$ cat src/rtl/atm_pkg.sv
// Shared types for the ATM session controller: state encoding, entry codes
// and error codes.
package atm_pkg;

  typedef enum logic [3:0] {
    S_IDLE     = 4'd0,
    S_LANG     = 4'd1,
    S_PIN      = 4'd2,
    S_SERVICE  = 4'd3,
    S_DEPOSIT  = 4'd4,
    S_WITHDRAW = 4'd5,
    S_BALANCE  = 4'd6,
    S_ANOTHER  = 4'd7,
    S_EJECT    = 4'd8
  } state_t;

  localparam logic [1:0] SVC_DEPOSIT  = 2'b00;
  localparam logic [1:0] SVC_WITHDRAW = 2'b01;
  localparam logic [1:0] SVC_BALANCE  = 2'b10;
  localparam logic [1:0] SVC_EXIT     = 2'b11;

  localparam logic [1:0] LANG_NONE = 2'b00;
  localparam logic [1:0] LANG_EN   = 2'b01;
  localparam logic [1:0] LANG_DE   = 2'b10;

  localparam logic [2:0] ERR_NONE     = 3'd0;
  localparam logic [2:0] ERR_TIMEOUT  = 3'd1;
  localparam logic [2:0] ERR_BAD_PIN  = 3'd2;
  localparam logic [2:0] ERR_FUNDS    = 3'd3;
  localparam logic [2:0] ERR_OVERFLOW = 3'd4;
  localparam logic [2:0] ERR_ZERO_AMT = 3'd5;
  localparam logic [2:0] ERR_RETAINED = 3'd6;
  localparam logic [2:0] ERR_LIMIT    = 3'd7;

  // States that wait on a user entry and are therefore subject to the inactivity timeout.
  function automatic logic is_wait_state(input state_t s);
    return (s == S_LANG) || (s == S_PIN) || (s == S_SERVICE) ||
           (s == S_DEPOSIT) || (s == S_WITHDRAW) || (s == S_ANOTHER);
  endfunction

endpackage

$ cat src/rtl/atm_timeout_timer.sv
// Inactivity down-counter: reloads to TIMEOUT-1 on restart, expire is high
// while the count sits at zero.
module atm_timeout_timer #(
  parameter int TIMEOUT = 16
) (
  input  logic clk,
  input  logic rst_n,
  input  logic restart,
  output logic expire
);

  localparam int CW = $clog2(TIMEOUT);
  localparam logic [CW-1:0] LOAD = CW'(TIMEOUT - 1);

  logic [CW-1:0] count;

  always_ff @(posedge clk or negedge rst_n) begin
    if (!rst_n) begin
      count <= '0;
    end else if (restart) begin
      count <= LOAD;
    end else if (count != '0) begin
      count <= count - CW'(1);
    end
  end

  assign expire = (count == '0);

endmodule

$ cat src/rtl/atm_session_ctrl.sv
// ATM session controller: card -> language -> PIN -> service loop -> eject.
// Define ATM_SESSION_LIMIT_EN to add the per-session withdrawal limit (SESSION_LIMIT).
module atm_session_ctrl
  import atm_pkg::*;
#(
  parameter int CARD_W    = 8,
  parameter int PIN_W     = 4,
  parameter int AMT_W     = 8,
  parameter int BAL_W     = 16,
  parameter int INIT_BAL  = 100,
  parameter int TIMEOUT   = 16,
  parameter int MAX_TRIES = 3
`ifdef ATM_SESSION_LIMIT_EN
  ,
  parameter int SESSION_LIMIT = 50
`endif
) (
  input  logic              clk,
  input  logic              rst_n,
  input  logic              card_valid,
  input  logic [CARD_W-1:0] card_no,
  input  logic              lang_valid,
  input  logic [1:0]        lang_sel,
  input  logic              pin_valid,
  input  logic [PIN_W-1:0]  pin,
  input  logic [PIN_W-1:0]  correct_pin,
  input  logic              svc_valid,
  input  logic [1:0]        svc_sel,
  input  logic              amt_valid,
  input  logic [AMT_W-1:0]  amount,
  input  logic              another_valid,
  input  logic              another,
  output logic [3:0]        state_o,
  output logic [1:0]        lang_o,
  output logic [BAL_W-1:0]  balance_o,
  output logic [2:0]        err_o,
  output logic              card_eject,
  output logic              card_retain,
  output logic              txn_done
);

  localparam int TRY_W = $clog2(MAX_TRIES + 1);
  localparam logic [BAL_W-1:0] BAL_RST = BAL_W'(INIT_BAL);

  state_t           state, state_nxt;
  logic [BAL_W-1:0] balance, balance_nxt;
  logic [1:0]       lang, lang_nxt;
  logic [2:0]       err, err_nxt;
  logic [TRY_W-1:0] tries, tries_nxt;
  logic             retain, retain_nxt, done, done_nxt;
  logic             accepted, restart, expire;

  // One extra bit so a deposit carry is visible as overflow.
  logic [BAL_W:0] amt_ext, dep_sum;
  assign amt_ext = {{(BAL_W + 1 - AMT_W){1'b0}}, amount};
  assign dep_sum = {1'b0, balance} + amt_ext;

`ifdef ATM_SESSION_LIMIT_EN
  logic [BAL_W:0] wd_total, wd_total_nxt, wd_sum;
  assign wd_sum = wd_total + amt_ext;
`endif

  always_comb begin
    state_nxt   = state;
    balance_nxt = balance;
    lang_nxt    = lang;
    err_nxt     = err;
    tries_nxt   = tries;
    retain_nxt  = 1'b0;
    done_nxt    = 1'b0;
    accepted    = 1'b0;
`ifdef ATM_SESSION_LIMIT_EN
    wd_total_nxt = wd_total;
`endif
    case (state)
      S_IDLE: if (card_valid && card_no != '0) begin
        accepted  = 1'b1;
        state_nxt = S_LANG;
        tries_nxt = '0;
        err_nxt   = ERR_NONE;
`ifdef ATM_SESSION_LIMIT_EN
        wd_total_nxt = '0;
`endif
      end
      S_LANG: if (lang_valid && (lang_sel == LANG_EN || lang_sel == LANG_DE)) begin
        accepted  = 1'b1;
        lang_nxt  = lang_sel;
        err_nxt   = ERR_NONE;
        state_nxt = S_PIN;
      end
      S_PIN: if (pin_valid) begin
        accepted = 1'b1;
        if (pin == correct_pin) begin
          state_nxt = S_SERVICE;
          tries_nxt = '0;
          err_nxt   = ERR_NONE;
        end else if (tries == TRY_W'(MAX_TRIES - 1)) begin
          // Final wrong PIN: keep the card and close the session without ejecting.
          tries_nxt  = tries + TRY_W'(1);
          retain_nxt = 1'b1;
          err_nxt    = ERR_RETAINED;
          lang_nxt   = LANG_NONE;
          state_nxt  = S_IDLE;
        end else begin
          tries_nxt = tries + TRY_W'(1);
          err_nxt   = ERR_BAD_PIN;
        end
      end
      S_SERVICE: if (svc_valid) begin
        accepted = 1'b1;
        err_nxt  = ERR_NONE;
        case (svc_sel)
          SVC_DEPOSIT:  state_nxt = S_DEPOSIT;
          SVC_WITHDRAW: state_nxt = S_WITHDRAW;
          SVC_BALANCE:  state_nxt = S_BALANCE;
          default:      state_nxt = S_EJECT;
        endcase
      end
      S_DEPOSIT: if (amt_valid) begin
        accepted  = 1'b1;
        state_nxt = S_ANOTHER;
        if (amount == '0) begin
          err_nxt = ERR_ZERO_AMT;
        end else if (dep_sum[BAL_W]) begin
          err_nxt = ERR_OVERFLOW;
        end else begin
          balance_nxt = dep_sum[BAL_W-1:0];
          done_nxt    = 1'b1;
          err_nxt     = ERR_NONE;
        end
      end
      S_WITHDRAW: if (amt_valid) begin
        accepted  = 1'b1;
        state_nxt = S_ANOTHER;
        if (amount == '0) begin
          err_nxt = ERR_ZERO_AMT;
        end else if (amt_ext > {1'b0, balance}) begin
          err_nxt = ERR_FUNDS;
`ifdef ATM_SESSION_LIMIT_EN
        end else if (wd_sum > (BAL_W + 1)'(SESSION_LIMIT)) begin
          err_nxt = ERR_LIMIT;
`endif
        end else begin
          balance_nxt = balance - amt_ext[BAL_W-1:0];
          done_nxt    = 1'b1;
          err_nxt     = ERR_NONE;
`ifdef ATM_SESSION_LIMIT_EN
          wd_total_nxt = wd_sum;
`endif
        end
      end
      S_BALANCE: state_nxt = S_ANOTHER;
      S_ANOTHER: if (another_valid) begin
        accepted  = 1'b1;
        err_nxt   = ERR_NONE;
        state_nxt = another ? S_SERVICE : S_EJECT;
      end
      S_EJECT: begin
        lang_nxt  = LANG_NONE;
        state_nxt = S_IDLE;
      end
      default: state_nxt = S_IDLE;
    endcase
    // An entry arriving on the expiry cycle takes priority over the timeout.
    if (is_wait_state(state) && !accepted && expire) begin
      state_nxt = S_EJECT;
      err_nxt   = ERR_TIMEOUT;
    end
  end

  assign restart = accepted || (state_nxt != state);

  atm_timeout_timer #(.TIMEOUT(TIMEOUT)) u_timer (
    .clk     (clk),
    .rst_n   (rst_n),
    .restart (restart),
    .expire  (expire)
  );

  always_ff @(posedge clk or negedge rst_n) begin
    if (!rst_n) begin
      state   <= S_IDLE;
      balance <= BAL_RST;
      lang    <= LANG_NONE;
      err     <= ERR_NONE;
      tries   <= '0;
      retain  <= 1'b0;
      done    <= 1'b0;
    end else begin
      state   <= state_nxt;
      balance <= balance_nxt;
      lang    <= lang_nxt;
      err     <= err_nxt;
      tries   <= tries_nxt;
      retain  <= retain_nxt;
      done    <= done_nxt;
    end
  end

`ifdef ATM_SESSION_LIMIT_EN
  always_ff @(posedge clk or negedge rst_n) begin
    if (!rst_n) wd_total <= '0;
    else        wd_total <= wd_total_nxt;
  end
`endif

  assign state_o     = state;
  assign lang_o      = lang;
  assign balance_o   = balance;
  assign err_o       = err;
  assign card_eject  = (state == S_EJECT);
  assign card_retain = retain;
  assign txn_done    = done;

endmodule

$ cat config.mk
export PLATFORM = sky130hd
export DESIGN_NAME = atm_session_ctrl
export DESIGN_NICKNAME = d
export VERILOG_FILES = /design/src/rtl/atm_pkg.sv /design/src/rtl/atm_timeout_timer.sv /design/src/rtl/atm_session_ctrl.sv
export SDC_FILE = /design/constraint.sdc
export NUM_CORES = 1
export LEC_CHECK = 0
export ABC_AREA = 0
export ABC_CLOCK_PERIOD_IN_PS = 2600
export BUFFER_PORTS_ARGS = -buffer_cell sky130_fd_sc_hd__buf_2
export CORE_AREA = 2 2 93 95
export CTS_CLUSTER_SIZE = 12
export DETAILED_ROUTE_END_ITERATION = 8
export DIE_AREA = 0 0 95 97
export GPL_TIMING_DRIVEN = 0
export PLACE_DENSITY = 0.63
export SKIP_CTS_REPAIR_TIMING = 1
export SYNTH_ARGS = -nofsm -noshare
export SYNTH_HDL_FRONTEND = slang
export SYNTH_SLANG_ARGS = --single-unit
$ cat constraint.sdc
create_clock -name clk -period 2.6 [get_ports clk]
set_clock_uncertainty 0.05 [all_clocks]
set_input_delay 0.52 -clock clk [delete_from_list [all_inputs] [get_ports clk]]
set_output_delay 0.52 -clock clk [all_outputs]
set_load 0.05 [all_outputs]
[Yosys cells after proc, flatten, opt, wreduce, memory -nomap -nowiden]
Cells that the tools add are included.
Storage, ports and cells
  register bits after elaboration: 33
  input port bits: 37
  output and inout bits: 28
Cells by class
  add/sub/neg operators: 4
  order comparisons: 1
  eq/ne operators: 33
  muxes and demuxes: 63
  reductions and logical operators: 28
Operators with widths (count)
  $mux W16: 6
  $mux W4: 12
  $mux W3: 13
  $pmux W16 S2: 1
  $pmux W4 S7: 1
  $ne A2 B2 Y1 const B: 11
  $pmux W3 S7: 1
  $ne A3 B2 Y1 const B: 6
  $add A16 B8 Y17: 1
  $eq A4 B3 Y1 const B: 4
  $gt A8 B16 Y1: 1
  $mux W1: 16
  $mux W2: 8
  $reduce_bool A8 Y1: 2
  $sub A16 B8 Y16: 1
  $pmux W4 S3: 1
  $eq A4 B2 Y1 const B: 2
  $logic_not A4 Y1: 2
  $logic_not A8 Y1: 1
  $reduce_and A8 Y1: 1
  $logic_or A1 B1 Y1: 7
  $reduce_and A7 Y1: 1
  $eq A2 B2 Y1 const B: 3
  $pmux W1 S6: 1
  20 further kinds: 26

[Longest topological paths before layout]
  depth in word-level cells: 12
  gate-level depth with buffers: 10
  gate-level depth less buffers: 9

[Cells and area by module]
From an unflattened synthesis, not the netlist that was laid out.
Second synthesis, totals
  cell total of the unflattened synthesis: 319
  area total of the unflattened synthesis: 2692.6 um^2
By module, submodules not included
  atm_session_ctrl: times used 1, cells an instance 298, area an instance 2472.4 um^2, sequential area each 729.4 um^2
  atm_timeout_timer: times used 1, cells an instance 21, area an instance 220.2 um^2, sequential area each 100.1 um^2

[Worst setup path after synthesis]
No wires, ideal clock.
  kind: reg-to-reg
  start: reg state[3] (netlist: state_o[3])
  end: reg lang[0] (netlist: lang_o[0])
  library setup time: 0.079 ns
  arrival: 3.543 ns
  data required time: 2.471 ns
  path slack: -1.072 ns
  cell stages (with the launch flop): 7
  path buffers: 1
  period minus slack after synthesis: 3.672 ns
  path through: dfrtp_1 -> buf_2 -> nor4b_1 -> a21oi_1 -> nor2b_1 -> a211oi_1 -> mux2i_1
Between the ends
  cells in the longest elaborated chain, start to end: 3
  elaborated cells on any way between the ends: 10
Ends and longest elaborated chain
  start: declaration: line atm_session_ctrl.sv:45  | state_t state, state_nxt;
  start signal: assignment: line atm_session_ctrl.sv:190  | state <= state_nxt;
  $eq A4 B4 Y1 (*)
  net card_eject: line atm_session_ctrl.sv:37  | output logic card_eject,
  $reduce_bool A3 Y1 (no line)
  $reduce_and A5 Y1 (no line)
  end signal: assignment: line atm_session_ctrl.sv:192  | lang <= lang_nxt;
  end: declaration: line atm_session_ctrl.sv:47  | logic [1:0] lang, lang_nxt;
Mark *: on every way through the listed nets, which the timed path passes. The rest lies on a longest branch.
A chain may end at the register's enable or synchronous reset.

[Worst setup path in the final report]
  start: reg balance[0] (netlist: balance_o[0])
  end: reg balance[14] (netlist: balance_o[14])
Between the ends
  cells in the longest elaborated chain, start to end: 5
  elaborated cells on any way between the ends: 13
Ends and longest elaborated chain
  start: declaration: line atm_session_ctrl.sv:46  | logic [BAL_W-1:0] balance, balance_nxt;
  start signal: assignment: line atm_session_ctrl.sv:191  | balance <= balance_nxt;
  $sub A16 B8 Y16 / $add A16 B8 Y17 (equally long branches): line atm_session_ctrl.sv:144, atm_session_ctrl.sv:56
  $mux W16 (on tied branches): line atm_session_ctrl.sv:137, atm_session_ctrl.sv:124
  $mux W16 (on tied branches): line atm_session_ctrl.sv:135, atm_session_ctrl.sv:122
  $mux W16 (on tied branches): line atm_session_ctrl.sv:132, atm_session_ctrl.sv:119
  $pmux W16 S2: line atm_session_ctrl.sv:75  | case (state)
Several ways; a longest one is shown, not always the timed one. The select of a mux whose other input is x is not followed.

==> flow_metrics.tcl <==
set metrics [dict create \
    outcome "finished with violations" \
    violations "setup timing" \
    avgSynthCellArea_um2 8.56 \
    drive_gt1_share_pct 32.3 \
    postRouteAntennaNets 0 \
    synth_seq_area_share_pct 29.5 \
    p_total_mw 4.27 \
    synth_compound_area_share_pct 20.4 \
    core_um2 8130 \
    synth.area.mux_share_pct 1.87 \
    worst_pin_slew_ns 0.764 \
    start_util_pct 34.5 \
    gr-total-overflow 0 \
    synth_top_family_by_area "simple AND/OR/NAND/NOR gates" \
    endpoint_kind "flip-flop" \
    grt_max_degree 34 \
    tritoncts "yes" \
    avgRoutedWirePerCell_um 15.4 \
    drt_iter0_markers 138 \
    ir_drop_uv 606 \
    timing.fmax_mhz 381 \
    cts_sinks 33 \
    required_ns 2.73 \
    netlist_area_um2 2810 \
    grt_pass1_wl_mm 12.5 \
    area_growth_pct 28.4 \
    insertion_delay_ns 0.30 \
    timing.critical_path.from_type "flip-flop" \
    synthFlopType "dfrtp_1" \
    dp_cells 497 \
    clk_path_buf_depth 2 \
    yosysTopAreaCell "dfrtp_1" \
    clockRootBuffer "clkbuf_8" \
    holdWs_ns 0.235 \
    dp_slack_ns -0.392 \
    dr_total_vias 2768 \
    vias_per_cell 5.39 \
    finalMaxSlewViolations 0 \
    setup_tns_ns -0.0266 \
    cp_max_fo 6 \
    cp.arrival_ns 2.75 \
    finalHoldViolCount 0 \
    hp-class "input pin to asynchronous set/reset pin" \
    fin_util_pct 44.3 \
    n_antenna_cell 0 \
    gp_congestion 0.889 \
    fin_crit_sh_pct 101 \
    instances_no_fill 514 \
    nets 466 \
    dpl-instance-area_um2 3290 \
    yosysTopAreaCellShare_pct 26.7 \
    htreeDepth 2 \
    port_buffers 64 \
    die_h_um 97 \
    num_rows 33 \
    num_io_pins 65 \
    synthCells 328 \
    synthXorXnorAreaFrac_pct 6.24 \
    setup_viol 2 \
    synth-async-reset-ratio_pct 100 \
    period_needed_ns 2.63 \
    grt_antenna_before_repair 0 \
    synth-seq-cells 33 \
    powerDensity_nw_per_um2 1180 \
    power_leakage_nw 1.65 \
    final_common_cell "buf_2" \
    dp_hpwl_mm 5.72 \
    grt_usage_pct 17.0 \
    die_w_um 95 \
    fin_area_um2 3610 \
    setup_slack_ns -0.0253 \
    mostFrequentLayoutCells "68 x buf_2, 28 x dfrtp_1, 24 x inv_1" \
    routed_wl_mm 7.90 \
    drc 0 \
    ys_types 66 \
    netlist_top_cells_area "dfrtp_1 27%, ha_1 8.5%, xor2_1 4.7%, o21ai_0 3.7%, a21oi_1 3.6%" \
    cts.clk_slew.worst_paths_ns 0.08 \
    synth_warnings 0 \
    syn_nets 386 \
    synth_fa_ha_area_share_pct 9.89 \
    grt_pass1_vias 2692 \
    synth_edf_count 0 \
    first_pass_iters 4 \
    slew_headroom_pct 49.0 \
    drv_cap 0 \
    grt_setup_unrepaired "true" \
    die_area_um2 9220 \
    synth_simple_gate_area_share_pct 26.3 \
    cts_buffers 5 \
    crit_type "flip-flop to flip-flop" \
]
==> power breakdown <==
part | total [mW] | switching (mW) | internal [mW]
Combinational | 2.73 | 1.80 | 0.930
Clock | 0.603 | 0.222 | 0.381
Sequential | 0.930 | 0.207 | 0.723
Total | 4.27 | 2.23 | 2.03
==> Yosys cell counts, types with 4 or more instances <==
cell      count
dfrtp_1      30
o21ai_0      21
xnor2_1       5
nand3_1      14
nor2_1       22
a21oi_1      20
a211oi_1     11
and2_1        4
nor4_1        5
nor3_1       13
inv_1        26
nand4_1       7
nand2_1      21
ha_1         19
buf_2         5
xor2_1       15
nand2b_1      6
nor2b_1       7
or2_2         4
o211ai_1      6
==> worst max-delay path, cell delays in order (launching register included) <==
cell      delay [ns]
dfrtp_2         0.42
ha_4            0.15
inv_2           0.04
fa_2            0.36
nor2_4          0.15
o221ai_4        0.13
a311oi_4        0.37
nor3b_4         0.39
buf_4           0.18
buf_4           0.09
a211oi_1        0.04
xor2_1          0.14
==> metal layers <==
layer | vias to the layer above | global-route usage, % | share of wire, %
li1 | 1357 | - | -
met1 | 1302 | 21.9 | 44
met2 | 89 | 28.8 | 48
met3 | 20 | 2.96 | 5.6
met4 | 0 | 5.13 | 2.1
met5 | - | 0 | 0
==> worst paths after layout <==
check | end | start | slack (ns) | cells past startpoint
min in group clk | lang_o[1] | lang_sel[1] | 0.43 | 3
max in group asynchronous | balance_o[1] | rst_n | 1.72 | 1
setup / recovery | balance_o[14] | balance_o[0] | -0.03 | 11
hold / removal | err_o[1] | rst_n | 0.24 | 1
hold reg to reg | err_o[2] | err_o[2] | 0.46 | 1
setup reg to reg | balance_o[14] | balance_o[0] | -0.03 | 11
==> registers in the layout, indices dropped and copies added (netlist names) <==
name	cells
balance_o	16
txn_done	1
state_o	4
err_o	3
lang_o	2
card_retain	1
u_timer.count	4
tries	2
==> cell families after synthesis <==
family | after synthesis
simple gates | 129
compound gates | 83
buf+inv | 37
flops | 33
fa+ha+maj | 21
xor+xnor | 20
mux | 5
==> cell type report <==
cell class,count,area (um2)
fillers,805,4530
multi-input cells,258,1950
flip-flops and latches,33,832
repair buffers,73,388
well taps,105,131
inverters,26,97.6
plain buffers,11,70.1
clock buffers,5,68.8
clock inverters,3,65.1
Note: power is estimated with default switching activity, not from simulation.
